File: config.mk
export PLATFORM = sky130hd
export DESIGN_NAME = frame_sequencer
export DESIGN_NICKNAME = d
export VERILOG_FILES = /design/src/rtl/josh_pkg.sv /design/src/rtl/tick_gen.sv /design/src/rtl/frame_sequencer.sv
export SDC_FILE = /design/constraint.sdc
export NUM_CORES = 1
export LEC_CHECK = 0
export ABC_AREA = 1
export CORE_MARGIN = 1
export CORE_UTILIZATION = 55
export DETAILED_ROUTE_END_ITERATION = 16
export GPL_ROUTABILITY_DRIVEN = 0
export PLACE_DENSITY_LB_ADDON = 0.08
export SLEW_MARGIN = 20
export SYNTH_ARGS = -nofsm -noshare
export SYNTH_HDL_FRONTEND = slang
export SYNTH_HIERARCHICAL = 1
export SYNTH_SLANG_ARGS = --single-unit
File: constraint.sdc
create_clock -name clk -period 3.23 [get_ports clk]
set_input_delay 0.646 -clock clk [delete_from_list [all_inputs] [get_ports clk]]
set_output_delay 0.646 -clock clk [all_outputs]
set_load 0.05 [all_outputs]
File: src/rtl/josh_pkg.sv
// Shared definitions for the JOSH Jump game controller: sequencer states,
// screen geometry, colours and coordinate widths.
package josh_pkg;

   localparam int unsigned X_W   = 8;
   localparam int unsigned Y_W   = 7;
   localparam int unsigned COL_W = 3;

   localparam int unsigned SCR_W = 160;
   localparam int unsigned SCR_H = 120;

   localparam logic [COL_W-1:0] BG_COL   = 3'b000;
   localparam logic [COL_W-1:0] DUDE_COL = 3'b111;

   typedef enum logic [2:0] {
      S_MENU,
      S_MENU_WAIT,
      S_CLEAR,
      S_WAIT_TICK,
      S_ERASE,
      S_UPDATE,
      S_DRAW,
      S_OVER
   } state_t;

endpackage

File: src/rtl/tick_gen.sv
// Frame tick generator: free-running counter 0..CLK_PER_FRAME-1, tick is high
// for the cycle in which the counter holds CLK_PER_FRAME-1.
// Ports: clk, resetn (sync, active-low), tick (registered, one cycle per frame).
module tick_gen #(
   parameter int unsigned CLK_PER_FRAME = 833333
) (
   input  logic clk,
   input  logic resetn,
   output logic tick
);

   localparam int unsigned CNT_W = $clog2(CLK_PER_FRAME);

   logic [CNT_W-1:0] r_cnt;
   logic             r_tick;

   // tick is registered one count early so it lines up with the terminal count
   always_ff @(posedge clk) begin
      if (!resetn) begin
         r_cnt  <= '0;
         r_tick <= 1'b0;
      end else begin
         if (r_cnt == CNT_W'(CLK_PER_FRAME - 1))
            r_cnt <= '0;
         else
            r_cnt <= r_cnt + CNT_W'(1);
         r_tick <= (r_cnt == CNT_W'(CLK_PER_FRAME - 2));
      end
   end

   assign tick = r_tick;

endmodule

File: src/rtl/frame_sequencer.sv
// JOSH Jump top-level game controller. Each frame tick: erase the dude sprite
// at its old position, request one datapath update, redraw at the new position.
// Sole driver of the VGA plot interface; clears the screen at game start.
// Ports: clk, resetn (sync, active-low), go, endgame, upd_done, dude_x/dude_y
//        in; startgame, upd_req, plot, vga_x, vga_y, vga_col, score, overrun
//        out (all registered).
// Build option: define SCORE_EN to enable the frame score counter; otherwise
// score is tied to zero.
module frame_sequencer #(
   parameter int unsigned CLK_PER_FRAME = 833333,
   parameter int unsigned SPR_W         = 4,
   parameter int unsigned SPR_H         = 4,
   parameter int unsigned SCR_W         = josh_pkg::SCR_W,
   parameter int unsigned SCR_H         = josh_pkg::SCR_H,
   parameter logic [2:0]  DUDE_COL      = josh_pkg::DUDE_COL,
   parameter logic [2:0]  BG_COL        = josh_pkg::BG_COL
) (
   input  logic                     clk,
   input  logic                     resetn,
   input  logic                     go,
   input  logic                     endgame,
   input  logic                     upd_done,
   input  logic [josh_pkg::X_W-1:0] dude_x,
   input  logic [josh_pkg::Y_W-1:0] dude_y,
   output logic                     startgame,
   output logic                     upd_req,
   output logic                     plot,
   output logic [josh_pkg::X_W-1:0] vga_x,
   output logic [josh_pkg::Y_W-1:0] vga_y,
   output logic [2:0]               vga_col,
   output logic [15:0]              score,
   output logic                     overrun
);
   import josh_pkg::*;

   localparam int unsigned SX_B = $clog2(SPR_W);
   localparam int unsigned SY_B = $clog2(SPR_H);
   localparam int unsigned N_W  = SX_B + SY_B;

   state_t           r_state, w_next_state;
   logic [X_W-1:0]   r_cx, w_cx, r_old_x, w_bx;
   logic [Y_W-1:0]   r_cy, w_cy, r_old_y, w_by;
   logic [N_W-1:0]   r_n, w_n;
   logic             r_pending, w_pending, r_overrun, w_overrun;
   logic             r_plot, w_plot, r_upd_req, w_upd_req, r_startgame, w_startgame;
   logic [X_W-1:0]   r_vga_x, w_vga_x;
   logic [Y_W-1:0]   r_vga_y, w_vga_y;
   logic [COL_W-1:0] r_vga_col, w_vga_col;
   logic             w_latch, w_tick;

   tick_gen #(.CLK_PER_FRAME(CLK_PER_FRAME)) u_tick (
      .clk    (clk),
      .resetn (resetn),
      .tick   (w_tick)
   );

   // State and datapath registers
   always_ff @(posedge clk) begin
      if (!resetn) begin
         r_state     <= S_MENU;
         r_cx        <= '0;
         r_cy        <= '0;
         r_n         <= '0;
         r_old_x     <= '0;
         r_old_y     <= '0;
         r_pending   <= 1'b0;
         r_overrun   <= 1'b0;
         r_plot      <= 1'b0;
         r_upd_req   <= 1'b0;
         r_startgame <= 1'b0;
         r_vga_x     <= '0;
         r_vga_y     <= '0;
         r_vga_col   <= '0;
      end else begin
         r_state     <= w_next_state;
         r_cx        <= w_cx;
         r_cy        <= w_cy;
         r_n         <= w_n;
         r_pending   <= w_pending;
         r_overrun   <= w_overrun;
         r_plot      <= w_plot;
         r_upd_req   <= w_upd_req;
         r_startgame <= w_startgame;
         r_vga_x     <= w_vga_x;
         r_vga_y     <= w_vga_y;
         r_vga_col   <= w_vga_col;
         if (w_latch) begin
            r_old_x <= dude_x;
            r_old_y <= dude_y;
         end
      end
   end

   // Next-state, scan counters and next output values
   always_comb begin
      w_next_state = r_state;
      w_cx         = '0;
      w_cy         = '0;
      w_n          = '0;
      w_pending    = r_pending;
      w_overrun    = r_overrun;
      w_plot       = 1'b0;
      w_upd_req    = 1'b0;
      w_vga_x      = r_vga_x;
      w_vga_y      = r_vga_y;
      w_vga_col    = r_vga_col;
      w_latch      = 1'b0;
      // first draw cycle uses the live position, which is being latched then
      w_bx         = (r_state == S_DRAW && r_n == '0) ? dude_x : r_old_x;
      w_by         = (r_state == S_DRAW && r_n == '0) ? dude_y : r_old_y;

      case (r_state)
         S_MENU:      if (go) w_next_state = S_MENU_WAIT;
         S_MENU_WAIT: if (!go) w_next_state = S_CLEAR;
         S_CLEAR: begin
            w_plot    = 1'b1;
            w_vga_x   = r_cx;
            w_vga_y   = r_cy;
            w_vga_col = BG_COL;
            if (r_cx == X_W'(SCR_W - 1)) begin
               if (r_cy == Y_W'(SCR_H - 1)) begin
                  w_pending    = 1'b0;
                  w_next_state = S_DRAW;
               end else begin
                  w_cy = r_cy + Y_W'(1);
               end
            end else begin
               w_cx = r_cx + X_W'(1);
               w_cy = r_cy;
            end
         end
         S_WAIT_TICK: begin
            if (r_pending) begin
               w_pending    = 1'b0;
               w_next_state = S_ERASE;
            end
         end
         S_ERASE, S_DRAW: begin
            w_plot    = 1'b1;
            w_vga_x   = w_bx + X_W'(r_n[SX_B-1:0]);
            w_vga_y   = w_by + Y_W'(r_n[N_W-1:SX_B]);
            w_vga_col = (r_state == S_DRAW) ? DUDE_COL : BG_COL;
            w_latch   = (r_state == S_DRAW) && (r_n == '0);
            if (r_n == '1) begin
               w_next_state = (r_state == S_DRAW) ? S_WAIT_TICK : S_UPDATE;
               // registered, so the pulse lands on the first S_UPDATE cycle
               w_upd_req    = (r_state == S_ERASE);
            end else begin
               w_n = r_n + N_W'(1);
            end
         end
         S_UPDATE: if (upd_done) w_next_state = endgame ? S_OVER : S_DRAW;
         S_OVER:   if (go) w_next_state = S_MENU_WAIT;
         default:  w_next_state = S_MENU;
      endcase

      // a tick that cannot be queued is dropped and flagged
      if (w_tick) begin
         if (r_pending || r_state == S_ERASE || r_state == S_UPDATE || r_state == S_DRAW)
            w_overrun = 1'b1;
         else
            w_pending = 1'b1;
      end

      w_startgame = !(w_next_state == S_MENU || w_next_state == S_MENU_WAIT);
   end

`ifdef SCORE_EN
   logic [15:0] r_score;
   logic        w_clear_last, w_draw_last;

   assign w_clear_last = (r_state == S_CLEAR) && (r_cx == X_W'(SCR_W - 1)) &&
                         (r_cy == Y_W'(SCR_H - 1));
   assign w_draw_last  = (r_state == S_DRAW) && (r_n == '1);

   // Frames survived; restarts when a fresh clear completes, saturates
   always_ff @(posedge clk) begin
      if (!resetn)
         r_score <= '0;
      else if (w_clear_last)
         r_score <= '0;
      else if (w_draw_last && r_score != 16'hFFFF)
         r_score <= r_score + 16'd1;
   end

   assign score = r_score;
`else
   assign score = 16'd0;
`endif

   assign startgame = r_startgame;
   assign upd_req   = r_upd_req;
   assign plot      = r_plot;
   assign vga_x     = r_vga_x;
   assign vga_y     = r_vga_y;
   assign vga_col   = r_vga_col;
   assign overrun   = r_overrun;

endmodule

==> flow_metrics.env <==
export IMPL_status="completed"
export IMPL_critPathCaptureType="flop"
export IMPL_placed_area_mm2=0.00459
export IMPL_slew_headroom_pct=52.5
export IMPL_cts_tree="done"
export IMPL_postLayoutCellArea_mm2=0.00483
export IMPL_synth_seq_cells=79
export IMPL_worstHoldPathType="flop to flop"
export IMPL_critPathKind="flop to flop"
export IMPL_cts_sinks=79
export IMPL_clk_latency_ns=0.35
export IMPL_layout_min_cycle_time_ns=2.67
export IMPL_grt_pass1_vias=3304
export IMPL_yosys_warnings=6
export IMPL_fmax_mhz=375
export IMPL_final_cell_mix="113 x nand2_1, 79 x nor2_1, 79 x dfxtp_1, 68 x inv_1, 41 x clkdlybuf4s50_1"
export IMPL_critical_path_most_common_cell="nand3_1"
export IMPL_n_antenna_cell=0
export IMPL_fin_nets=657
export IMPL_crit_chain="nand3_4, nor2_4, o21ai_0, ha_1, fa_1, nand3_1, nor2_4, nand3_1, nand3_1, nand2_1, a21oi_1"
export IMPL_power_density_mw_per_mm2=416
export IMPL_final_antenna_net_count=0
export IMPL_hpwlAfterDp_um=6800
export IMPL_root_buffer="clkbuf_8"
export IMPL_setup_violations=0
export IMPL_h_tree_depth=3
export IMPL_path_clk_slew_ns=0.08
export IMPL_seq_area_mm2=0.00158
export IMPL_cp_max_fo=21
export IMPL_drt_iter0_drc=162
export IMPL_netlist_area_mm2=0.00421
export IMPL_crit_required_ns=3.46
export IMPL_io_buffer_count=41
export IMPL_cp_slowest_cell="dfxtp_1"
export IMPL_grt_max_degree=33
export IMPL_drv_slew=0
export IMPL_post_cts_buffers=0
export IMPL_core_area_mm2=0.00733
export IMPL_drt_wl_total_um=9060
export IMPL_slowest_delay_ns=0.56
export IMPL_yosysSeqAreaShare_pct=37.6
export IMPL_die_w_um=89.4
export IMPL_cap_violations=0
export IMPL_hold_violations=0
export IMPL_ys_async_sr_fraction_pct=0
export IMPL_pin_count=58
export IMPL_worst_slew_pin_slew_ns=0.710
export IMPL_fin_crit_sh_pct=82.6
export IMPL_fillers=643
export IMPL_hold_buffers=0
export IMPL_grt_pass1_wl_um=14900
export IMPL_ir_drop_mv=0.300
export IMPL_cts_buffer_depth=2
export IMPL_die_y_um=89.4
export IMPL_syn_inst=585
export IMPL_critical_path_arrival_ns=2.90
export IMPL_layout_commonest_cell="nand2_1"
export IMPL_rsz0062_at_grt="false"
export IMPL_rrSetupSlack_ns=0.56
export IMPL_wl_per_cell_um=12.4
export IMPL_skew_ns=0.0104
export IMPL_via_per_inst=5.04
export IMPL_multiInputGateArea_mm2=0.00217
export IMPL_startpoint_type="flop"
export IMPL_synth_area_per_cell_um2=7.19
export IMPL_ys_types=45
export IMPL_drc=0
export IMPL_rows=31
export IMPL_area_delta_synth_final_pct=14.8
export IMPL_synth_edf_count=0
export IMPL_grt_use_total_pct=24.8
export IMPL_antenna_found_initial=0
export IMPL_dieArea_mm2=0.00800
export IMPL_synth_top_area_cell="dfxtp_1"
export IMPL_initial_core_util_pct=57.4
export IMPL_p_leak_nw=1.81
export IMPL_drive_above_1_share_pct=10.3
export IMPL_dr_total_vias=3667
export IMPL_netlist_area_leader_share_pct=37.6
export IMPL_finalSetupTns_ns=0
export IMPL_numCtsBuffers=9
export IMPL_synth_area_leaders="dfxtp_1 38%, nand2_1 10%, nor2_1 7.1%"
export IMPL_synthFlopType="dfxtp_1"
export IMPL_postCtsResizedCells=0
export IMPL_first_pass_iters=4
export IMPL_gr_total_overflow=0
-- through the flow --
| step | hold slack (ns) | cells | utilization [%] | setup slack [ns] | power, W |
|---|---|---|---|---|---|
| floorplan | 0.430 | 600 | - | 0.797 | 0.00112 |
| global placement | 0.447 | 712 | 62.6 | 0.637 | 0.00115 |
| detailed placement | 0.463 | 712 | 62.6 | 0.568 | 0.00115 |
| CTS | 0.474 | 728 | 65.9 | 0.551 | 0.00202 |
| global route | 0.501 | 728 | 65.9 | 0.309 | 0.00209 |
| finish | 0.470 | 728 | 65.9 | 0.561 | 0.00201 |
-- sequential cells by signal, summed over array words and instances, names as in the netlist, 3 cells and up --
name / count
r_old_x: 8
r_old_y: 7
r_cx: 8
vga_x: 8
vga_y: 7
u_tick/r_cnt: 20
r_state: 3
r_n: 4
r_cy: 7
-- power by group --
part	switching [W]	internal (W)
registers	0.00000919	0.000981
logic	0.0000942	0.0000384
clock network	0.000351	0.000536
total	0.000454	0.00156
-- cell usage after synthesis, types with 11 or more instances --
master,number
dfxtp_1,79
buf_4,21
nand2_2,12
nand3_1,38
xor2_1,11
nor2_1,79
inv_1,68
nand2_1,113
a21oi_1,33
o21ai_0,27
ha_1,11
-- routing by layer --
metal	global-route usage, %	part of all wire, %
met5	0	0
met4	10.1	2.0
met3	4.62	4.7
met1	32.0	47
met2	40.9	46
-- worst max-delay path, delay by kind of cell, from the launching register on --
family | cells | cell delay (ns)
DFF | 1 | 0.56
AOI/OAI and AO/OA | 2 | 0.26
and+or+nand+nor | 7 | 1.08
adders and majority gates | 2 | 0.64
-- cells by family (layout without fill, tap and decap cells) --
| kind of cell | count (synthesis) | after routing | synth area share (%) |
|---|---|---|---|
| buffers and inverters | 108 | 137 | 12.2 |
| AO/OA/AOI/OAI | 78 | 78 | 10.3 |
| AND/OR/NAND/NOR | 291 | 291 | 32.5 |
| adder cells (fa/ha/maj) | 13 | 13 | 4.22 |
| other | 1 | 16 | 0.0892 |
| flip-flops | 79 | 79 | 37.6 |
| XOR/XNOR | 15 | 15 | 3.12 |
-- final timing paths --
path	depth (start not counted)	endpoint	startpoint
worst max register to register	11	vga_x[6]$_SDFFE_PN0P_	r_state[2]$_SDFF_PN0_
worst max-delay path	11	vga_x[6]$_SDFFE_PN0P_	r_state[2]$_SDFF_PN0_
worst min-delay path	2	r_old_y[3]$_SDFFE_PN0P_	r_old_y[3]$_SDFFE_PN0P_
worst min register to register	2	r_old_y[3]$_SDFFE_PN0P_	r_old_y[3]$_SDFFE_PN0P_
-- layout make-up --
cell class | count | share of cell area (%)
well taps | 99 | 2.56
clock inverters | 3 | 1.87
flip-flops and latches | 79 | 32.7
clock buffers | 13 | 3.08
repair buffers | 43 | 8.81
multi-input cells | 413 | 44.9
inverters | 78 | 6.06
(Power assumes the default switching activity.)
